==> src/rtl/esm_pkg.sv <==
`default_nettype none
// ----------------------------------------------------------------------------
// esm_pkg : shared sizing and slot-state encoding for the ESM issue scheduler
// Rev 1.0
// ----------------------------------------------------------------------------
package esm_pkg;

  localparam int BS_DEFAULT   = 16;
  localparam int IDXW_DEFAULT = $clog2(BS_DEFAULT);

  typedef enum logic [1:0] {
    SLOT_FREE   = 2'b00,
    SLOT_WAIT   = 2'b01,
    SLOT_ISSUED = 2'b10
  } slot_state_e;

endpackage
`default_nettype wire

==> src/rtl/esm_rr_picker.sv <==
`default_nettype none
// ----------------------------------------------------------------------------
// esm_rr_picker : rotating priority encoder, first request at or after base_i
// Rev 1.0
// ----------------------------------------------------------------------------
module esm_rr_picker #(
  parameter int N = 16,
  parameter int W = $clog2(N)
) (
  input  logic [N-1:0] req_i,
  input  logic [W-1:0] base_i,
  output logic         valid_o,
  output logic [W-1:0] index_o
);

  logic [W-1:0] cand;

  // Scan from the farthest offset down so the nearest hit wins; N is a power
  // of two, so the W-bit addition wraps naturally.
  always_comb begin
    valid_o = 1'b0;
    index_o = '0;
    cand    = '0;
    for (int k = N - 1; k >= 0; k--) begin
      cand = base_i + W'(k);
      if (req_i[cand]) begin
        valid_o = 1'b1;
        index_o = cand;
      end
    end
  end

endmodule
`default_nettype wire

==> src/rtl/esm_issue_scheduler.sv <==
`default_nettype none
// ----------------------------------------------------------------------------
// esm_issue_scheduler : slot allocation, dependency tracking, round-robin issue
// Rev 1.0
// ----------------------------------------------------------------------------
module esm_issue_scheduler
  import esm_pkg::*;
#(
  parameter  int BS   = BS_DEFAULT,
  localparam int IDXW = $clog2(BS)
) (
  input  logic            clk,
  input  logic            rst,
  input  logic            alloc_valid,
  output logic            alloc_ready,
  output logic [IDXW-1:0] alloc_index,
  input  logic [BS-1:0]   alloc_dep,
  output logic            issue_valid,
  input  logic            issue_ready,
  output logic [IDXW-1:0] issue_index,
  input  logic            complete_valid,
  input  logic [IDXW-1:0] complete_index,
  input  logic            flush,
  output logic [IDXW:0]   occupancy
);

  localparam logic [BS-1:0] c_one = {{(BS-1){1'b0}}, 1'b1};

  slot_state_e     state_q [BS];
  slot_state_e     state_d [BS];
  logic [BS-1:0]   dep_q   [BS];
  logic [BS-1:0]   dep_d   [BS];
  logic [IDXW-1:0] rr_q, rr_d;

  logic [BS-1:0] w_free, w_ready;
  logic [BS-1:0] w_cv_col, w_comp_col;
  logic          w_comp_ok, w_alloc_fire, w_issue_fire;

  always_comb begin
    w_free      = '0;
    w_ready     = '0;
    alloc_index = '0;
    occupancy   = '0;
    for (int i = BS - 1; i >= 0; i--) begin
      w_free[i]  = (state_q[i] == SLOT_FREE);
      w_ready[i] = (state_q[i] == SLOT_WAIT) && (dep_q[i] == '0);
      if (w_free[i]) alloc_index = IDXW'(i);
    end
    for (int i = 0; i < BS; i++) begin
      occupancy = occupancy + {{IDXW{1'b0}}, ~w_free[i]};
    end
  end

  assign alloc_ready = |w_free;

  esm_rr_picker #(
    .N (BS),
    .W (IDXW)
  ) u_picker (
    .req_i   (w_ready),
    .base_i  (rr_q),
    .valid_o (issue_valid),
    .index_o (issue_index)
  );

  assign w_alloc_fire = alloc_valid & alloc_ready;
  assign w_issue_fire = issue_valid & issue_ready;
  assign w_comp_ok    = complete_valid && (state_q[complete_index] == SLOT_ISSUED);
  // A new row never keeps a bit for a producer finishing this very cycle.
  assign w_cv_col     = complete_valid ? (c_one << complete_index) : '0;
  assign w_comp_col   = w_comp_ok ? (c_one << complete_index) : '0;

  always_comb begin
    state_d = state_q;
    dep_d   = dep_q;
    rr_d    = rr_q;
    if (flush) begin
      for (int i = 0; i < BS; i++) begin
        state_d[i] = SLOT_FREE;
        dep_d[i]   = '0;
      end
      rr_d = '0;
    end else begin
      for (int i = 0; i < BS; i++) begin
        dep_d[i] = dep_q[i] & ~w_comp_col;
      end
      if (w_comp_ok) state_d[complete_index] = SLOT_FREE;
      if (w_issue_fire) begin
        state_d[issue_index] = SLOT_ISSUED;
        rr_d                 = issue_index + 1'b1;
      end
      if (w_alloc_fire) begin
        state_d[alloc_index] = SLOT_WAIT;
        dep_d[alloc_index]   = alloc_dep & ~w_free & ~(c_one << alloc_index) & ~w_cv_col;
      end
    end
  end

  always_ff @(posedge clk or posedge rst) begin
    if (rst) begin
      for (int i = 0; i < BS; i++) begin
        state_q[i] <= SLOT_FREE;
        dep_q[i]   <= '0;
      end
      rr_q <= '0;
    end else begin
      state_q <= state_d;
      dep_q   <= dep_d;
      rr_q    <= rr_d;
    end
  end

endmodule
`default_nettype wire

==> config.mk <==
export PLATFORM = sky130hd
export DESIGN_NAME = esm_issue_scheduler
export DESIGN_NICKNAME = d
export VERILOG_FILES = /design/src/rtl/esm_pkg.sv /design/src/rtl/esm_rr_picker.sv /design/src/rtl/esm_issue_scheduler.sv
export SDC_FILE = /design/constraint.sdc
export NUM_CORES = 1
export LEC_CHECK = 0
export ABC_AREA = 1
export CAP_MARGIN = 10
export CORE_AREA = 4 4 193 214
export DETAILED_ROUTE_END_ITERATION = 6
export DIE_AREA = 0 0 197 218
export HOLD_SLACK_MARGIN = 0.1
export PLACE_DENSITY_LB_ADDON = 0.05
export SYNTH_ARGS = -nofsm -noshare
export SYNTH_HDL_FRONTEND = slang
export SYNTH_SLANG_ARGS = --single-unit
==> constraint.sdc <==
create_clock -name clk -period 10.15 [get_ports clk]
set_input_delay 1.015 -clock clk [delete_from_list [all_inputs] [get_ports clk]]
set_output_delay 1.015 -clock clk [all_outputs]
set_load 0.03 [all_outputs]
# --- Word-level counts from Yosys, hierarchy flattened ---
# Index checks and enable logic that the tools add are counted.
totals:
  output_inout_bits: 15
  elab_cells: 315
  regBits: 292
classes:
  reduce_logical: 54
  n_lt_le_gt_ge: 22
  add_sub_neg: 31
  bitwise: 52
  eq_ne: 17
  n_shift: 2
  n_mux: 104
op_table:
  columns: ["cell", "count"]
  rows:
  - ["$mux W256", 2]
  - ["$and A16 B16 Y16", 21]
  - ["$bwmux W256", 1]
  - ["$logic_not A16 Y1", 16]
  - ["$mux W32", 6]
  - ["$mux W4", 34]
  - ["$not A16 Y16", 6]
  - ["$lt A4 B5 Y1 const B", 16]
  - ["$bmux W1 S4", 16]
  - ["$demux W16 S4", 1]
  - ["$add A5 B1 Y5", 11]
  - ["$mux W16", 3]
  - ["$add A4 B4 Y4 const B", 8]
  - ["$and A32 B32 Y32", 1]
  - ["$eq A2 B1 Y1 const B", 16]
  - ["$logic_not A2 Y1", 16]
  - ["$mux W1", 32]
  - ["$not A32 Y32", 1]
  - ["$or A16 B16 Y16", 2]
  - ["$shl A1 B4 Y16 const A", 2]
  - ["$demux W2 S4", 3]
  - ["$logic_and A1 B1 Y1", 20]
  - ["$add A4 B3 Y4 const B", 4]
  - ["$not A1 Y1", 16]
  - ["other kinds (15)", 28]

# --- Depth between registers and ports, before layout ---
# Gate-level depths: netlist of run 1.
depth:
  word_depth: 32
  depth_mapped: 36
  mapped_depth_nobuf: 36

# --- Modules after synthesis ---
# Synthesis of run 1 repeated with hierarchy kept, for this count alone.
unflattened:
  hier_cells: 2325
  area_unflattened_um2: 16806.1
modules_own_cells:
  columns: ["module", "cells_per_inst", "n_inst", "area_each_um2"]
  rows:
  - ["esm_issue_scheduler", 1960, 1, 15098.2]
  - ["esm_rr_picker", 365, 1, 1707.9]

# --- Worst setup path after synthesis of run 1 ---
# OpenSTA, ideal clock, no wires.
synth_path:
  path_kind: "reg-to-output"
  startpoint: "reg state_q[12] (netlist name)"
  endpoint: "out occupancy[4]"
  required_time_ps: 9135
  path_slack_ps: 5150
  arrival_time_ps: 3985
  n_path_buf: 0
  stages_incl_launch_ff: 11
  cell_sequence: "dfrtp_1 > nor2_1 > inv_1 > fa_1 > fa_1 > fa_1 > fa_1 > ha_1 > inv_1 > fa_1 > o21ai_0"
synth_between:
  elab_chain_len: 9
synth_rtl:
  columns: ["element", "line_no", "text"]
  rows:
  - ["from (decl)", "esm_issue_scheduler.sv:29", "slot_state_e state_q [BS];"]
  - ["from (signal assigned)", "esm_issue_scheduler.sv:107", "state_q <= state_d;"]
  - ["$logic_not A2 Y1", "esm_issue_scheduler.sv:45", "w_free[i] = (state_q[i] == SLOT_FREE);"]
  - ["$not A1 Y1", "esm_issue_scheduler.sv:50", "occupancy = occupancy + {{IDXW{1'b0}}, ~w_free[i]};"]
  - ["$add A5 B1 Y5 (7 in a row)", "esm_issue_scheduler.sv:50", null]
  - ["to (decl)", "esm_issue_scheduler.sv:24", "output logic [IDXW:0] occupancy"]
# No other way between the ends.

# --- Worst setup path after layout of run 1 ---
layout_path:
  startpoint: "reg rr_q[1]"
  endpoint: "out issue_index[2]"
layout_between:
  elab_chain_len: 19
  elab_cells_between_ends: 63
layout_rtl:
  columns: ["element", "line_no", "text"]
  rows:
  - ["from (decl)", "esm_issue_scheduler.sv:33", "logic [IDXW-1:0] rr_q, rr_d;"]
  - ["from (signal assigned)", "esm_issue_scheduler.sv:109", "rr_q <= rr_d;"]
  - ["$add A4 B4 Y4", "esm_rr_picker.sv:25", "cand = base_i + W'(k);"]
  - ["$bmux W1 S4", "esm_rr_picker.sv:26", "if (req_i[cand]) begin"]
  - ["$mux W1 (not written as such)", "esm_rr_picker.sv:26", null]
  - ["$mux W4 (15 in a row)", "esm_rr_picker.sv:26", null]
  - ["$mux W4 *", "esm_rr_picker.sv:26", null]
  - ["to (decl)", "esm_issue_scheduler.sv:20", "output logic [IDXW-1:0] issue_index,"]
# Every way passes the cells marked *; elsewhere a longest branch is shown, timed or not. The select of a mux whose other input is x is not followed.

==> results of run 1 <==
layer usage:
metal / GRT usage / routed length [um] / up-vias
met1: 0.381 / 26800 / 7107
met5: 0 / 0 / -
met4: 0.102 / 2480 / 0
met3: 0.0575 / 4020 / 119
li1: - / - / 6923
met2: 0.440 / 27300 / 517
logic make-up (layout without fill, tap and decap cells):
logic type / after synthesis / after routing / share of synthesized area
compound gates: 443 / 443 / 0.169
xor+xnor: 8 / 8 / 0.00585
fa+ha+maj: 27 / 27 / 0.0261
buf+inv: 274 / 287 / 0.0675
flops: 292 / 292 / 0.462
simple gates: 1047 / 1047 / 0.270
flip-flops by register name, indices dropped and copies added (netlist names):
name / cells
dep_q: 256
state_q: 32
rr_q: 4
layout by cell type, fill, tap and decap left out, types with 12 or more instances in the layout:
cell / count
a21oi_1: 170
nor2_1: 291
clkbuf_16: 35
nand3_1: 121
buf_4: 22
o22ai_1: 70
a211oi_1: 115
a22oi_1: 12
dfrtp_1: 292
o21ai_0: 54
ha_1: 17
clkdlybuf4s50_1: 39
inv_1: 154
nand4_1: 24
nand2_1: 574
critical path: stages (launching register included):
cell and delay (ps):
dfrtp_1 710, inv_1 460, ha_1 650, inv_1 310
nand3_1 180, nand2_1 80, nand2_1 60, nand2_1 90
nand2_2 80, nand2_2 100, inv_1 100, nand3_1 70
nand3_1 90, nand2_1 50, nand2_1 60, nand2_1 50
nand2_1 50, nand2_1 40, nand2_1 60, nand2_1 50
nand2_1 60, nand2_1 50, nand2_1 70, nand2_2 70
a21oi_4 280, clkdlybuf4s50_1 740
Yosys cell counts (3+ instances only):
cell type | n | area (um^2)
and2_1 | 7 | 43.8
nor4_2 | 3 | 37.5
o21ai_1 | 6 | 30.0
a211oi_1 | 115 | 863
nand3_1 | 121 | 606
dfrtp_1 | 292 | 7310
o22ai_1 | 70 | 438
a31oi_1 | 6 | 37.5
ha_1 | 17 | 213
nand2_1 | 574 | 2150
fa_1 | 10 | 200
inv_2 | 10 | 37.5
nand2_2 | 6 | 37.5
xor2_1 | 3 | 26.3
clkbuf_1 | 82 | 308
and2_0 | 7 | 43.8
nor2_2 | 5 | 31.3
a22oi_1 | 12 | 90.1
a21oi_1 | 170 | 851
inv_1 | 156 | 586
nand4_1 | 24 | 150
buf_1 | 7 | 26.3
buf_2 | 13 | 65.1
o21ai_0 | 54 | 270
nor2_1 | 291 | 1090
area by class of cell:
cell class	instances	area [um^2]	share of cell area
multi-input combinational	1525	7450	0.420
sequential	292	7310	0.412
clock buffer	47	991	0.0558
inverter	168	641	0.0361
tap	507	634	0.0357
timing repair buffer	62	576	0.0324
clock inverter	10	148	0.00832
worst min path at each step:
stage               cells after the start              endpoint  slack (ps)
finish                                  2  dep_q[210]$_DFF_PP0_         510
global route                            2  dep_q[240]$_DFF_PP0_         520
floorplan                               2  dep_q[150]$_DFF_PP0_         460
CTS                                     2  dep_q[210]$_DFF_PP0_         500
detailed placement                      2  dep_q[210]$_DFF_PP0_         490
global placement                        2   dep_q[90]$_DFF_PP0_         480
through the flow:
step	instances	power, mW	cell area, um^2
6_report	2611	4.68	17800
5_1_grt	2611	4.98	17800
2_1_floorplan	2091	2.71	15800
3_5_place_dp	2554	3.41	16600
3_3_place_gp	2554	3.41	16600
4_1_cts	2611	4.70	17800
report_power, final:
group | leakage (nW) | switching (mW) | internal (mW)
clock | 0.564 | 0.517 | 0.762
sequential | 4.06 | 0.0645 | 1.24
combinational | 3.94 | 1.47 | 0.630
==> metrics.txt, run 1 <==
drt total wl=60600 um; worst rel slew slack=0.194; Mapped Nets=~2100; GRT overflow=0; RR Startpoint=rr_q[1]$_DFFE_PP0P_; Leak=8.56 nW; VDD IR max=0.517 mV; startpoint types=flop; Layout Nets=~2100; initial antenna violation count=1; clock latency on the worst-skew pair=550 ps; Least-Margin Pin Slew=1210 ps; EDFF count, synth=0; Antenna Cells=0; status=finished, violations left; failing checks=design-rule violations; initial core utilization=0.406; GP Congestion=0.961; first drt pass iteration count=7; Area Growth Syn to Fin=12.2%; PortBufs=40; IO Count=slightly above 40; final core occ=0.455; Post-DP HPWL=just over 40000 um; CP Capture Point=issue_index[2]; number of global-route vias before repair=14000; Synth Instances=2091; Fmax=162 MHz; Yosys cell types=48; Tot GR Track Use=0.279; Final Max Tran Viols=0; CTS hold repair buffers=0; worst flop-to-flop path endpoint=state_q[16]$_DFF_PP0_; pin count of the biggest net entering global routing=about 160; R2R setup slack=5140 ps; Worst Path Required=9140 ps; final setup fails=0; core area=0.0390 mm^2; share of cells above drive strength 1=0.0528; Final WS setup=approximately 4000 ps; Top FF cell, synth=dfrtp_1; WP data arrival=slightly above 5000 ps; CTS HTree Levels=2; clk sinks=around 300; HP Class=flop to flop; Clock transition at path regs=60 ps; num rows=76; reg2reg path depth=32; post-route ant nets=0; sequential share of the synthesized area=0.462; syn_area_per_cell=7.57 um^2; DR DRC count=1; final hold slack=505 ps; final hold viol count=0; Yosys Warn Count=0; Critical Path Sink Type=primary output; post-layout min period=6180 ps; Async SR Flop Fraction=1.00; Die Footprint=0.0429 mm^2; Place WS=between 4000 and 5000 ps; Chip Width=197 um; Pwr Density=between 200 and 300 mW/mm^2; clk_skew=between 10 and 15 ps; Setup TNS=0 ps; Worst Path Max Fanout=17; via count=14700; global-route wire length before repair=90200 um; #FFs+latches synth=between 200 and 300; maxcap violations=0; post-CTS setup buffers=0; RSZ-0062 raised after global routing=false; launch point of the worst path=rr_q[1]$_DFFE_PP0P_; CTS buffer count=35; Crit Path Class=flop to primary output; period utilization=0.609; initial DRC count=between 1000 and 1500; TritonCTS clock tree=done; clk root buf=clkbuf_16; drt wl/cell=about 23 um; Mapped Area=approximately 0.016 mm^2; Die Height=approximately 220 um; final-layout fill cell count=3993; HP Start=dep_q[210]$_DFF_PP0_; CTS Buffer Depth=3; routed vias/inst=between 5 and 6; # resized after CTS=0
(Power assumes the default switching activity.)
==> run 2: changes to the inputs <==
clock period = 5.3 ns   (was 10.15 ns; I/O delays follow)
==> run 2 against run 1 <==
The run now ends clean. Sequential power is 91% higher. Highest routed layer unchanged. Sequential share of layout area is 0.36 points lower. Critical endpoint is now occupancy[3]. Via count is 0.29% higher.
==> metrics.txt, run 2 (synthesis gave the netlist of run 1 again) <==
core area=between 0.03 and 0.04 mm^2; number of global-route vias before repair=about 14000; post-route ant nets=0; Reg power frac=0.277; Antenna Cells=0; hold path depth=2; routed vias/inst=5.57; leading cell types in the layout, fill and taps excluded=nand2_1 (574), nor2_1 (291), dfrtp_1 (290), a21oi_1 (170), inv_1 (154); CP delay by family, top=adder cells; CTS buffer count=35; Leak=just under 9 nW; Setup TNS=0 ps; worst flop-to-flop path endpoint=state_q[16]$_DFF_PP0_; period utilization=0.964; maxcap violations=0; cell internal pwr=between 4 and 5 mW; sw frac=0.445; Chip Width=197 um; RSZ-0062 raised after global routing=false; worst rel slew slack=0.227; global-route wire length before repair=between 80000 and 90000 um; IO Count=41; Fmax=about 200 MHz; Final Max Tran Viols=0; Area Growth Syn to Fin=13.2%; CP most frequent cell=fa_1; clk root buf=clkbuf_16; RR Startpoint=rr_q[0]$_DFFE_PP0P_; Clock transition at path regs=50 ps; CP max stage cell=clkdlybuf4s50_1; Net Sw Power=between 3 and 4 mW; reg2reg path depth=32; Comb pwr share=0.456; clock latency on the worst-skew pair=560 ps; CP bufs+invs=2; TritonCTS clock tree=done; most common cell after layout, fill and taps aside=nand2_1; critical-path cell list=nor2_1 > inv_1 > fa_1 > fa_1 > fa_1 > fa_1 > ha_1 > a21oi_1 > nand2_1 > xor2_1 > clkdlybuf4s50_1; CTS Buffer Depth=3; post-layout min period=between 5000 and 6000 ps; critical path's largest stage delay=approximately 700 ps; Reg area=~0.0073 mm^2; HP Class=primary input to flop; CTS HTree Levels=2; PortBufs=40; Pwr Density=between 400 and 500 mW/mm^2; Final Cell Area=approximately 0.018 mm^2; final setup fails=0; GP Congestion=0.965; Crit Path Class=flop to primary output; area taken by multi-input logic gates=between 0.007 and 0.008 mm^2; Worst Path Required=about 4800 ps; via count=roughly 15000; Critical Path Sink Type=primary output; num rows=76; R2R setup slack=around 1100 ps; clock power share=0.267; first drt pass iteration count=7; WP data arrival=~4600 ps; Top Registers=dep_q (256), state_q (32), rr_q (4); clk sinks=approximately 290; initial antenna violation count=0; Top reg by flops=dep_q; # resized after CTS=2; pin count of the biggest net entering global routing=110; Die Footprint=0.0429 mm^2; HP Start=flush; launch point of the worst path=state_q[12]$_DFF_PP0_; Layout Nets=approximately 2200; drt wl/cell=22.7 um; initial core utilization=0.406; startpoint types=flop; VDD IR max=between 1 and 1.5 mV; DR DRC count=0; GRT overflow=0; final-layout fill cell count=about 4000; Least-Margin Pin Slew=between 1000 and 1500 ps; final hold viol count=0; Worst Path Max Fanout=4; max reg flops=256; hold path endpoint=state_q[12]$_DFF_PP0_; CTS hold repair buffers=0; clk_skew=approximately 20 ps; share of cells above drive strength 1=0.0661; DP Area=about 0.017 mm^2; status=finished, final reports clean; initial DRC count=about 1300; Post-DP HPWL=approximately 42000 um; Tot GR Track Use=0.276; Die Height=218 um; post-CTS setup buffers=0; drt total wl=about 60000 um
-- run 2: worst max path at each step --
stage | endpoint | cells after the start
after floorplan | occupancy[4] | 10
final | occupancy[3] | 11
after global routing | issue_index[0] | 25
after detailed placement | occupancy[4] | 11
after CTS | occupancy[1] | 11
after global placement | occupancy[4] | 11
-- run 2: worst register-to-register path: cells and delay by family (launching register included) --
kind | cells | cell delay [ps]
AND/OR/NAND/NOR | 24 | 2490
flip-flops | 1 | 410
AO/OA/AOI/OAI | 2 | 210
adder cells (fa/ha/maj) | 1 | 170
buffers and inverters | 5 | 860
-- run 2: power groups by stage --
stage          clock (mW)  sequential (mW)  combinational [mW]
2_1_floorplan           0             2.48                2.72
3_3_place_gp            0             2.51                4.04
3_5_place_dp            0             2.51                4.05
4_1_cts              2.43             2.48                4.07
5_1_grt              2.52             2.49                4.49
6_report             2.39             2.48                4.08
-- run 2: per-stage QoR --
step	std cells	setup WS, ps	power [mW]	util	hold WS (ps)
2_1_floorplan	2091	785	5.20	-	464
3_3_place_gp	2578	525	6.55	0.431	477
3_5_place_dp	2578	458	6.56	0.431	486
4_1_cts	2640	7.41	8.98	0.459	488
5_1_grt	2640	4.49	9.51	0.459	509
6_report	2640	192	8.95	0.459	502
-- run 2: metal layers --
metal / GRT usage / vias to the layer above / wire (um)
li1: - / 6976 / -
met1: 0.393 / 7176 / 27000
met2: 0.442 / 459 / 27700
met3: 0.0314 / 98 / 3250
met4: 0.0920 / 0 / 1950
met5: 0 / - / 0
-- run 2: layout make-up --
cell class,count,area share
Clock buffer,50,0.0559
Clock inverter,12,0.00698
Inverter,168,0.0356
Multi-Input combinational cell,1525,0.416
Sequential cell,292,0.408
Tap cell,507,0.0354
Timing Repair Buffer,86,0.0419
==> run 3: changes to the inputs <==
SKIP_LAST_GASP = 1   (was not set)
SLEW_MARGIN = 25   (was not set)
==> run 3 against run 2 <==
Combinational power about the same. Largest cell class unchanged. Non-clock buffer count grew 1. Total power down 0.81%. Worst hold slack got worse by 180 ps. Sequential share of layout area about the same. Global-route usage hardly changed. First-iteration DRC count down 0.63%. Critical endpoint unchanged. Highest routed layer unchanged. Core utilization is essentially flat. Flip-flop and latch count stayed put. Die area did not move. Setup slack lost 2.9 ps.
==> metrics.txt, run 3 (synthesis gave the netlist of run 1 again) <==
reg2reg path depth=30; TritonCTS clock tree=done; Critical Path Sink Type=primary output; clk_skew=about 17 ps; pin count of the biggest net entering global routing=110; CP Capture Point=occupancy[3]; GRT overflow=0; critical path's largest stage delay=just under 700 ps; clock latency on the worst-skew pair=between 500 and 600 ps; core area=0.0390 mm^2; Die Height=218 um; Top Registers=dep_q (256), state_q (32), rr_q (4); share of cells above drive strength 1=0.0679; RR Startpoint=rr_q[1]$_DFFE_PP0P_; Die Footprint=approximately 0.043 mm^2; GP Congestion=0.965; most common cell after layout, fill and taps aside=nand2_1; worst rel slew slack=0.276; met3 usage=0.0371; maxcap violations=0; launch point of the worst path=state_q[12]$_DFF_PP0_; Final Max Tran Viols=0; clk sinks=about 300; Post-DP HPWL=approximately 42000 um; Fmax=196 MHz; startpoint types=flop; post-route ant nets=0; period utilization=0.964; final hold slack=~320 ps; Area Growth Syn to Fin=13.2%; CP max stage cell=clkdlybuf4s50_1; CP most frequent cell=fa_1; routed vias/inst=roughly 5.6; initial antenna violation count=0; met1 Use GR=0.389; post-layout min period=roughly 5000 ps; IO Count=between 40 and 50; CTS Buffer Depth=3; num rows=76; CP Depth=11; Worst Path Required=4770 ps; final-layout fill cell count=~4000; busiest grt layer=met2; CTS buffer count=35; worst flop-to-flop path endpoint=state_q[16]$_DFF_PP0_; CP bufs+invs=2; HP Class=primary input to asynchronous set/reset pin; VDD IR max=about 1 mV; critical-path cell list=nor2_1 > inv_1 > fa_1 > fa_1 > fa_1 > fa_1 > ha_1 > a21oi_1 > nand2_1 > xor2_1 > clkdlybuf4s50_1; area taken by multi-input logic gates=approximately 0.0075 mm^2; final setup fails=0; Setup TNS=0 ps; first drt pass iteration count=7; final hold viol count=0; status=finished, final reports clean; drt wl/cell=approximately 23 um; number of global-route vias before repair=approximately 14000; Worst Path Max Fanout=4; RSZ-0062 raised after global routing=false; Tot GR Track Use=0.276; met2 usage=0.440; PortBufs=40; CP delay by family, top=adder cells; initial DRC count=approximately 1300; R2R setup slack=1010 ps; DP Area=0.0168 mm^2; DR DRC count=0; WP data arrival=about 4600 ps; total power=around 9 mW; Leak=slightly below 9 nW; via count=about 15000; Final Cell Area=roughly 0.018 mm^2; global-route wire length before repair=89600 um; Top reg by flops=dep_q; Layout Nets=about 2200; Chip Width=between 150 and 200 um; Crit Path Class=flop to primary output; max reg flops=between 200 and 300; Clock transition at path regs=~60 ps; post-CTS setup buffers=0; initial core utilization=0.406; clk root buf=clkbuf_16; leading cell types in the layout, fill and taps excluded=nand2_1 (571), nor2_1 (291), dfrtp_1 (291), a21oi_1 (170), inv_1 (152); CTS HTree Levels=2; Least-Margin Pin Slew=1080 ps; drt total wl=~60000 um; Reg area=about 0.0073 mm^2; Pwr Density=496 mW/mm^2
run 3: where the power goes:
group / total (mW) / internal [mW] / switching (mW)
clock: 2.31 / 1.31 / 1.00
sequential: 2.48 / 2.37 / 0.108
combinational: 4.09 / 1.20 / 2.89
total: 8.88 / 4.88 / 4.00
run 3: final cells by class:
cell class                      instances  area share
Antenna cell                            1    0.000140
Clock buffer                           50      0.0548
Clock inverter                         13     0.00587
Inverter                              168      0.0358
Multi-Input combinational cell       1525       0.417
Sequential cell                       292       0.408
Tap cell                              507      0.0354
Timing Repair Buffer                   87      0.0430
run 3: per-stage QoR:
step	util	setup WS (ps)	cells
final	0.459	189	2643
after global placement	0.431	525	2578
after detailed placement	0.431	454	2579
after global routing	0.459	9.53	2642
after CTS	0.459	147	2642
after floorplan	-	785	2091
run 3: routing by layer:
| layer | wire length, um | share of wire |
|---|---|---|
| met1 | 26500 | 0.44 |
| met2 | 27700 | 0.46 |
| met3 | 3750 | 0.063 |
| met4 | 1870 | 0.031 |
| met5 | 0 | 0 |
run 3: worst min-delay path by stage:
stage	startpoint	end	slack, ps	cells past startpoint
after global placement	dep_q[210]$_DFF_PP0_	dep_q[210]$_DFF_PP0_	480	2
after floorplan	dep_q[150]$_DFF_PP0_	dep_q[150]$_DFF_PP0_	460	2
after CTS	rst	dep_q[114]$_DFF_PP0_	310	2
after global routing	rst	dep_q[114]$_DFF_PP0_	350	2
final	rst	dep_q[114]$_DFF_PP0_	320	2
after detailed placement	dep_q[90]$_DFF_PP0_	dep_q[90]$_DFF_PP0_	490	2
run 3: repair_timing:
item	4_1_cts	5_1_grt
resized for setup	3	7
setup endpoints to repair	3	4
hold buffers	0	0
